$ cat config.mk
export PLATFORM = sky130hd
export DESIGN_NAME = ob_cmd_deser
export DESIGN_NICKNAME = d
export VERILOG_FILES = /design/src/rtl/ob_pkg.sv /design/src/rtl/ob_sat_cnt.sv /design/src/rtl/ob_cmd_deser.sv
export SDC_FILE = /design/constraint.sdc
export NUM_CORES = 1
export LEC_CHECK = 0
export BUFFER_PORTS_ARGS = -buffer_cell sky130_fd_sc_hd__buf_4
export CORE_MARGIN = 2
export CORE_UTILIZATION = 55
export CTS_CLUSTER_SIZE = 16
export DETAILED_ROUTE_END_ITERATION = 12
export PLACE_DENSITY = 0.85
export SLEW_MARGIN = 0
export SYNTH_ARGS = -nofsm -noshare
export SYNTH_HDL_FRONTEND = slang
export SYNTH_SLANG_ARGS = --single-unit
$ cat constraint.sdc
create_clock -name clk -period 5.75 [get_ports clk]
set_clock_uncertainty 0.05 [all_clocks]
set_input_delay 0.575 -clock clk [delete_from_list [all_inputs] [get_ports clk]]
set_output_delay 0.575 -clock clk [all_outputs]
set_load 0.03 [all_outputs]
$ cat src/rtl/ob_pkg.sv
`default_nettype none
// ============================================================================
// Module   : ob_pkg
// Purpose  : Shared types and constants for the order-book command path.
//            Holds the command layout and the deserializer state encoding.
// Revision : 1.0  initial release
// ============================================================================
package ob_pkg;

  // Host link beat width and number of beats that make up one command.
  localparam int CMD_BEAT_W = 32;
  localparam int CMD_BEATS  = 3;
  localparam int CMD_W      = CMD_BEAT_W * CMD_BEATS;

  // Command layout, MSB first: beat0 = {opcode, quantity}, beat1 = uid,
  // beat2 = price.
  typedef struct packed {
    logic [7:0]  opcode;
    logic [23:0] quantity;
    logic [31:0] uid;
    logic [31:0] price;
  } cmd_t;

  // Deserializer framing state.
  typedef enum logic [1:0] {
    IDLE = 2'd0,
    ASM  = 2'd1,
    HOLD = 2'd2,
    DROP = 2'd3
  } deser_state_t;

endpackage
`default_nettype wire

$ cat src/rtl/ob_sat_cnt.sv
`default_nettype none
// ============================================================================
// Module   : ob_sat_cnt
// Purpose  : Event counter that either saturates at all-ones (SAT=1) or
//            wraps modulo 2^WIDTH (SAT=0). At most one increment per cycle.
// Revision : 1.0  initial release
// ============================================================================
module ob_sat_cnt #(
  parameter int WIDTH = 8,
  parameter bit SAT   = 1'b1
) (
  input  logic             clk,
  input  logic             rst,
  input  logic             inc,
  output logic [WIDTH-1:0] cnt
);

  logic at_max;

  assign at_max = &cnt;

  // Count one event per cycle; a saturating counter stops at all-ones.
  always_ff @(posedge clk or negedge rst) begin
    if (!rst) begin
      cnt <= '0;
    end else if (inc && !(SAT && at_max)) begin
      cnt <= cnt + 1'b1;
    end
  end

endmodule
`default_nettype wire

$ cat src/rtl/ob_cmd_deser.sv
`default_nettype none
// ============================================================================
// Module   : ob_cmd_deser
// Purpose  : Assembles sop/eop framed 32-bit beats from the host link into
//            order-book commands, emits each as a one-cycle registered
//            strobe throttled by cmd_full_r, and drops/counts bad frames.
// Revision : 1.0  initial release
// ============================================================================
module ob_cmd_deser
  import ob_pkg::*;
#(
  parameter int W     = 32,  // must match CMD_BEAT_W
  parameter int BEATS = 3,   // must match CMD_BEATS
  parameter int ERR_W = 8,
  parameter int CNT_W = 16
) (
  input  logic             clk,
  input  logic             rst,
  input  logic             in_vld,
  input  logic             in_sop,
  input  logic             in_eop,
  input  logic [W-1:0]     in_data,
  output logic             in_rdy,
  output logic             cmd_vld_r,
  output cmd_t             cmd_r,
  input  logic             cmd_full_r,
  output logic [ERR_W-1:0] err_cnt_r,
  output logic [CNT_W-1:0] cmd_cnt_r
);

  localparam int             IDX_W    = (BEATS > 1) ? $clog2(BEATS) : 1;
  localparam int             LAST     = BEATS - 1;
  localparam logic [IDX_W-1:0] LAST_IDX = IDX_W'(LAST);
  localparam int             TOP_LSB  = LAST * W;

  deser_state_t     state;
  logic [IDX_W-1:0] beat_idx;
  logic             beat_acc;
  logic             err_inc;
  logic             cmd_inc;

  // Beats are refused only while a finished command waits for the order book.
  assign in_rdy   = (state != HOLD);
  assign beat_acc = in_vld && in_rdy;
  assign cmd_inc  = (state == HOLD) && !cmd_full_r;

  // Decode which accepted beats break framing; one increment per cycle max.
  always_comb begin
    err_inc = 1'b0;
    if (beat_acc) begin
      case (state)
        IDLE: err_inc = !(in_sop && !in_eop);
        ASM: begin
          if (in_sop)                    err_inc = 1'b1;
          else if (beat_idx == LAST_IDX) err_inc = !in_eop;
          else                           err_inc = in_eop;
        end
        // A sop restarts assembly silently, but a one-beat frame is still bad.
        DROP:    err_inc = in_sop && in_eop;
        default: err_inc = 1'b0;
      endcase
    end
  end

  // Framing FSM, beat packing and registered command strobe.
  always_ff @(posedge clk or negedge rst) begin
    if (!rst) begin
      state     <= IDLE;
      beat_idx  <= '0;
      cmd_r     <= '0;
      cmd_vld_r <= 1'b0;
    end else begin
      cmd_vld_r <= 1'b0;
      case (state)
        IDLE: begin
          if (beat_acc) begin
            if (in_sop && !in_eop) begin
              cmd_r[TOP_LSB +: W] <= in_data;
              beat_idx            <= IDX_W'(1);
              state               <= ASM;
            end else if (!in_sop && !in_eop) begin
              state <= DROP;
            end
          end
        end
        ASM: begin
          if (beat_acc) begin
            if (in_sop) begin
              // Restart on the new frame; a one-beat restart is abandoned.
              if (in_eop) begin
                state <= IDLE;
              end else begin
                cmd_r[TOP_LSB +: W] <= in_data;
                beat_idx            <= IDX_W'(1);
              end
            end else if (beat_idx == LAST_IDX) begin
              if (in_eop) begin
                cmd_r[W-1:0] <= in_data;
                state        <= HOLD;
              end else begin
                state <= DROP;
              end
            end else if (in_eop) begin
              state <= IDLE;
            end else begin
              cmd_r[(LAST - int'(beat_idx)) * W +: W] <= in_data;
              beat_idx <= beat_idx + 1'b1;
            end
          end
        end
        HOLD: begin
          if (!cmd_full_r) begin
            cmd_vld_r <= 1'b1;
            state     <= IDLE;
          end
        end
        DROP: begin
          if (beat_acc) begin
            if (in_sop && !in_eop) begin
              cmd_r[TOP_LSB +: W] <= in_data;
              beat_idx            <= IDX_W'(1);
              state               <= ASM;
            end else if (in_eop) begin
              state <= IDLE;
            end
          end
        end
        default: state <= IDLE;
      endcase
    end
  end

  // Framing errors saturate so a flood of junk cannot wrap back to zero.
  ob_sat_cnt #(.WIDTH(ERR_W), .SAT(1'b1)) u_err_cnt (
    .clk (clk),
    .rst (rst),
    .inc (err_inc),
    .cnt (err_cnt_r)
  );

  // Emitted-command counter wraps freely.
  ob_sat_cnt #(.WIDTH(CNT_W), .SAT(1'b0)) u_cmd_cnt (
    .clk (clk),
    .rst (rst),
    .inc (cmd_inc),
    .cnt (cmd_cnt_r)
  );

endmodule
`default_nettype wire

==> metrics.md, run 1 <==
| Metric | Value |
|---|---|
| Netlist cell types | `44` |
| Worst-path clk slew | `about 0.06 ns` |
| P&R area growth vs syn | `36.5%` |
| DR WL/cell | `roughly 18 microns` |
| Met3 wire length | `~1100 microns` |
| Top sig layer | `met4` |
| Final hold slack | `approximately 0.11 ns` |
| #FFs+latches synth | `125` |
| Final Power | `4.24 mW` |
| Synth warn | `0` |
| CP Data Required Time | `6.03 ns` |
| Vias per inst | `approximately 5.8` |
| Initial Util | `0.561` |
| Total Nets Final | `roughly 640` |
| DRT iter0 DRCs | `260` |
| CTS tree | `yes` |
| CTS max path bufs | `2` |
| Power Dens Cells | `~600 nW/um^2` |
| MaxCap Viol Count | `0` |
| Register area share after synthesis | `0.609` |
| Worst path cell trace | `inv_1 -> ha_1 -> nor2b_1 -> nand3_2 -> nand2_1 -> o21ai_0` |
| Final wirelength | `~13000 microns` |
| Minimum clock period | `3.02 ns` |
| Hold_buf cts | `0` |
| Setup-failing EPs final | `0` |
| Period Utilization, post-route | `0.526` |
| EDFF count, synth | `0` |
| Post-CTS Setup Repair Bufs | `0` |
| Mapped Nets | `481` |
| CP endpoint kind | `register` |
| TNS Setup | `0 ns` |
| Crit path DAT | `3.30 ns` |
| Largest cells by area after synthesis | `dfrtp_1 61%, a22o_1 11%, nand2_1 5.3%` |
| GPL Wtd Cong | `0.940` |
| Synth Flop Type | `dfrtp_1` |
| Total CTS buffers | `17` |
| Dpl cells | `slightly below 700` |
| Routed wl met2 | `roughly 6300 microns` |
| Dpl ws | `2.78 ns` |
| DRT Pass-1 Iters | `5` |
| Highest-delay cell along the critical path | `nand3_2` |
| Crit path launch type | `register` |
| First-pass GRT wire length | `20500 microns` |
| Final Hold Fails | `0` |
| Final worst slack | `about 2.7 ns` |
| Filler cells | `about 570` |
| Vias | `between 4000 and 5000` |
| Fin area | `about 7000 sq um` |
| Die Wd | `roughly 100 microns` |
| Post-Synthesis Cells | `432` |
| # rows | `35` |
| Slew @ Worst Pin | `approximately 1.3 ns` |
| Io pins | `160` |
| Cell Area, Placed | `~6400 sq um` |
| Top cell type's share of synthesized area | `0.609` |
| Multi-input gate area | `~1800 sq um` |
| Post-synth ARST share | `1.00` |
| Final Core Density | `0.766` |
| Post-route ant nets | `0` |
| Worst skew pair latency | `0.50 ns` |
| H-tree Lvls | `4` |
| CP max stage delay | `0.88 ns` |
| Max-Slew Margin vs Limit | `0.149` |
| CORE AREA | `about 9200 sq um` |
| ANT cells | `0` |
| CTS sink count | `roughly 130` |
| Most frequent cells in the layout | `163 x buf_4, 125 x dfrtp_1, 72 x nand2_1` |
| DP HPWL | `roughly 8500 microns` |
| Most common cell after layout, fill and taps aside | `buf_4` |
| Initial antenna violation count | `0` |
| Height of the die | `just over 100 microns` |
| GRT Overall Usage | `0.265` |
| Global route total overflow | `0` |
| Syn avg cell area | `between 10 and 15 sq um` |
| Worst min path class | `input port to asynchronous set/reset pin` |
| CTS root buf | `clkbuf_8` |
| Largest net degree at the start of global routing | `about 70` |
| Port buffer count | `between 150 and 200` |
| Layout cells sized above 1 | `0.344` |
| Reg2Reg Setup Slack | `around 2.7 ns` |
| Post-CTS Resized | `0` |
| Residual DRC | `0` |
| Yosys top cell by area | `dfrtp_1` |
| Max-slew violations | `0` |
| CP max FO | `64` |
| Cell Area, Synth | `5140 sq um` |
| Finished Layout Cells | `just over 700` |
| Status | `finished, final reports clean` |
| Die Area | `slightly above 10000 sq um` |
| RSZ-0062 raised after global routing | `false` |
| Lkg Pwr | `3.49 nW` |
| Vias in the first global route | `approximately 4000` |
| VDD IR max | `0.377 mV` |
| M1 WL | `5590 microns` |
| Critical setup path kind | `register to register` |
| Register Area | `~3100 sq um` |
| Max frequency | `approximately 330 MHz` |
==> synth_stat cells (5+ instances only) <==
library cell and instances:
nand4_1 9, nand3_1 9, buf_2 5, a22o_1 62, xnor2_1 17, nand2_1 72
nor2_1 8, xor2_1 6, nor3_1 5, buf_6 7, ha_1 11, o21ai_0 35
inv_1 7, a21oi_1 5, clkbuf_1 12, dfrtp_1 125
==> state kept, by name, summed over array words and instances, names as in the netlist <==
name / cells
cmd_r: 96
u_cmd_cnt.cnt: 16
u_err_cnt.cnt: 8
beat_idx: 2
state: 2
cmd_vld_r: 1
==> critical path: cells and delay by family (launching register included) <==
kind	cells	cell delay, ns
compound gates	1	0.15
fa+ha+maj	1	0.41
buf+inv	1	0.13
flops	1	0.43
simple gates	3	1.65
==> power by group <==
part / switching, mW / internal [mW]
logic: 1.01 / 0.667
clock network: 0.392 / 0.794
registers: 0.213 / 1.16
==> kinds of logic (layout without fill, tap and decap cells) <==
kind of cell               count (synthesis)  count (layout)  synth area share
adders and majority gates                 11              11            0.0268
muxes                                      3               3           0.00633
DFF                                      125             125             0.609
AOI/OAI and AO/OA                        113             113             0.166
and+or+nand+nor                          126             126             0.118
buffers and inverters                     31             201            0.0341
xor gates and xnor gates                  23              23            0.0392
==> per-layer routing <==
layer / GRT usage / up-vias
met5: 0 / -
met4: 0.0674 / 0
met3: 0.0929 / 14
met2: 0.409 / 214
met1: 0.362 / 2079
li1: - / 1861
==> final cells by class <==
type | count | share of cell area
Inverter | 7 | 0.00375
Multi-Input combinational cell | 276 | 0.262
Sequential cell | 125 | 0.446
Timing Repair Buffer | 163 | 0.175
Clock inverter | 13 | 0.0339
Tap cell | 111 | 0.0198
Clock buffer | 18 | 0.0596
==> final timing paths <==
kind / startpoint / endpoint / cells after the start
max in group asynchronous: rst / beat_idx[0] / 2
max reg2reg: state[1] / cmd_r[20] / 6
min: rst / cmd_r[51] / 1
min in group clk: in_data[19] / cmd_r[51] / 2
max: state[1] / cmd_r[20] / 6
min reg2reg: u_cmd_cnt.cnt[15] / u_cmd_cnt.cnt[15] / 1
(Power assumes the default switching activity.)
==> run 2, diff against run 1 <==
- CORE_UTILIZATION: 55 -> 51
- PLACE_DENSITY: 0.85 -> 0.8
- clock period: 5.75 -> 3.1 ns (I/O delays scaled with it)
==> metrics.md, run 2 (synthesis results as in run 1) <==
| Metric | Value |
|---|---|
| Final wirelength | `about 14000 microns` |
| Comb pwr share | `0.420` |
| Port buffer count | `roughly 160` |
| Fin area | `roughly 7300 sq um` |
| Layout cells sized above 1 | `0.331` |
| Largest Register | `cmd_r` |
| CORE AREA | `around 9800 sq um` |
| Residual DRC | `0` |
| Worst min path class | `input port to register` |
| TNS Setup | `0 ns` |
| Setup-failing EPs final | `0` |
| CP max FO | `24` |
| Vias | `4260` |
| Critical setup path kind | `register to register` |
| Vias per inst | `between 5 and 6` |
| CTS tree | `yes` |
| Vias in the first global route | `~4300` |
| CTS max path bufs | `2` |
| Max-Slew Margin vs Limit | `0.419` |
| Sequential power share | `0.342` |
| DRT iter0 DRCs | `~270` |
| Most frequent cells in the layout | `165 x buf_4, 125 x dfrtp_1, 72 x nand2_1` |
| DRT Pass-1 Iters | `5` |
| Net Sw Frac | `0.402` |
| Initial Util | `0.525` |
| Largest net degree at the start of global routing | `71` |
| Final Hold Fails | `0` |
| Worst-path clk slew | `~0.06 ns` |
| Status | `finished, final reports clean` |
| Max frequency | `~400 MHz` |
| Int Pwr | `between 4 and 5 mW` |
| Height of the die | `104 microns` |
| Crit path launch type | `register` |
| Slew @ Worst Pin | `~0.87 ns` |
| Clock share of power | `0.238` |
| RSZ-0062 raised after global routing | `false` |
| Period Utilization, post-route | `0.810` |
| Number of flip-flops in the largest register | `96` |
| # rows | `36` |
| CTS root buf | `clkbuf_8` |
| Most common cell after layout, fill and taps aside | `buf_4` |
| GPL Wtd Cong | `approximately 0.85` |
| Worst skew pair latency | `slightly above 0.5 ns` |
| ANT cells | `0` |
| Post-route ant nets | `0` |
| MaxCap Viol Count | `0` |
| Power Dens Cells | `between 1000 and 1500 nW/um^2` |
| First-pass GRT wire length | `between 20000 and 25000 microns` |
| Total Nets Final | `slightly below 700` |
| H-tree Lvls | `4` |
| CP endpoint kind | `register` |
| Filler cells | `645` |
| Die Area | `around 11000 sq um` |
| Crit path DAT | `between 2 and 3 ns` |
| DP HPWL | `about 9000 microns` |
| GRT Overall Usage | `0.256` |
| P_sw | `about 3.0 mW` |
| Max-slew violations | `0` |
| Initial antenna violation count | `0` |
| Io pins | `160` |
| P&R area growth vs syn | `42.0%` |
| CTS sink count | `between 100 and 150` |
| Biggest regs | `cmd_r: 96 flops, u_cmd_cnt.cnt: 16 flops, u_err_cnt.cnt: 8 flops` |
| VDD IR max | `roughly 0.62 mV` |
| Total CTS buffers | `17` |
| Die Wd | `~100 microns` |
| Lkg Pwr | `around 3.6 nW` |
| Cell Area, Placed | `between 6000 and 7000 sq um` |
| DR WL/cell | `around 18 microns` |
| CP Data Required Time | `3.49 ns` |
| Minimum clock period | `between 2 and 3 ns` |
| Global route total overflow | `0` |
[run 2: power groups by stage]
stage	clock network (mW)	registers (mW)	logic, mW
after floorplan	0	3.47	1.02
after global placement	0	2.55	3.04
after detailed placement	0	2.57	3.11
after CTS	1.81	2.55	3.17
after global routing	1.90	2.62	3.35
final	1.79	2.57	3.16
[run 2: layer usage]
metal / up-vias / wire, microns / global-route usage
li1: 1940 / - / -
met3: 21 / 1030 / 0.0840
met1: 2109 / 5970 / 0.356
met4: 0 / 194 / 0.0589
met5: - / 0 / 0
met2: 190 / 6430 / 0.395
[run 2: metrics by stage]
stage | cells | setup WS (ns) | hold WS (ns) | power [mW] | utilization
floorplan | 432 | 0.869 | -0.0356 | 4.49 | -
global placement | 708 | 0.799 | 0.413 | 5.59 | 0.659
detailed placement | 708 | 0.643 | 0.421 | 5.68 | 0.659
CTS | 770 | 0.616 | 0.000319 | 7.53 | 0.745
global route | 771 | 0.426 | 0.00659 | 7.87 | 0.746
finish | 771 | 0.588 | 0.0273 | 7.51 | 0.746
[run 2: path summary, 6_finish.rpt]
kind | from | to | slack (ns) | cells past startpoint
min in group asynchronous | rst | cmd_r[20] | 0.41 | 2
setup / recovery | state[1] | cmd_r[53] | 0.59 | 7
setup reg to reg | state[1] | cmd_r[53] | 0.59 | 7
hold reg to reg | cmd_r[30] | cmd_r[30] | 0.43 | 2
max in group asynchronous | rst | cmd_r[45] | 1.78 | 3
hold / removal | in_data[23] | cmd_r[55] | 0.03 | 2
[run 2: worst max-delay path: stages, from the launching register on]
cell	delay, ns
dfrtp_1	0.43
inv_1	0.13
ha_1	0.41
nor2b_1	0.39
nand4_1	0.20
nor2_2	0.45
buf_12	0.24
a22o_1	0.15
[run 2: final cells by class]
class,instances,area (sq um),share of cell area
clock inverters,13,118,0.0161
well taps,133,166,0.0228
repair buffers,199,1600,0.219
clock buffers,18,418,0.0573
inverters,7,26.3,0.00360
flip-flops and latches,125,3130,0.429
multi-input cells,276,1840,0.252
[run 2: repair_timing]
action                    4_1_cts  5_1_grt
setup buffers                   0        0
gates resized for setup         0        0
hold buffers                   31        1
hold endpoints to repair      112        1
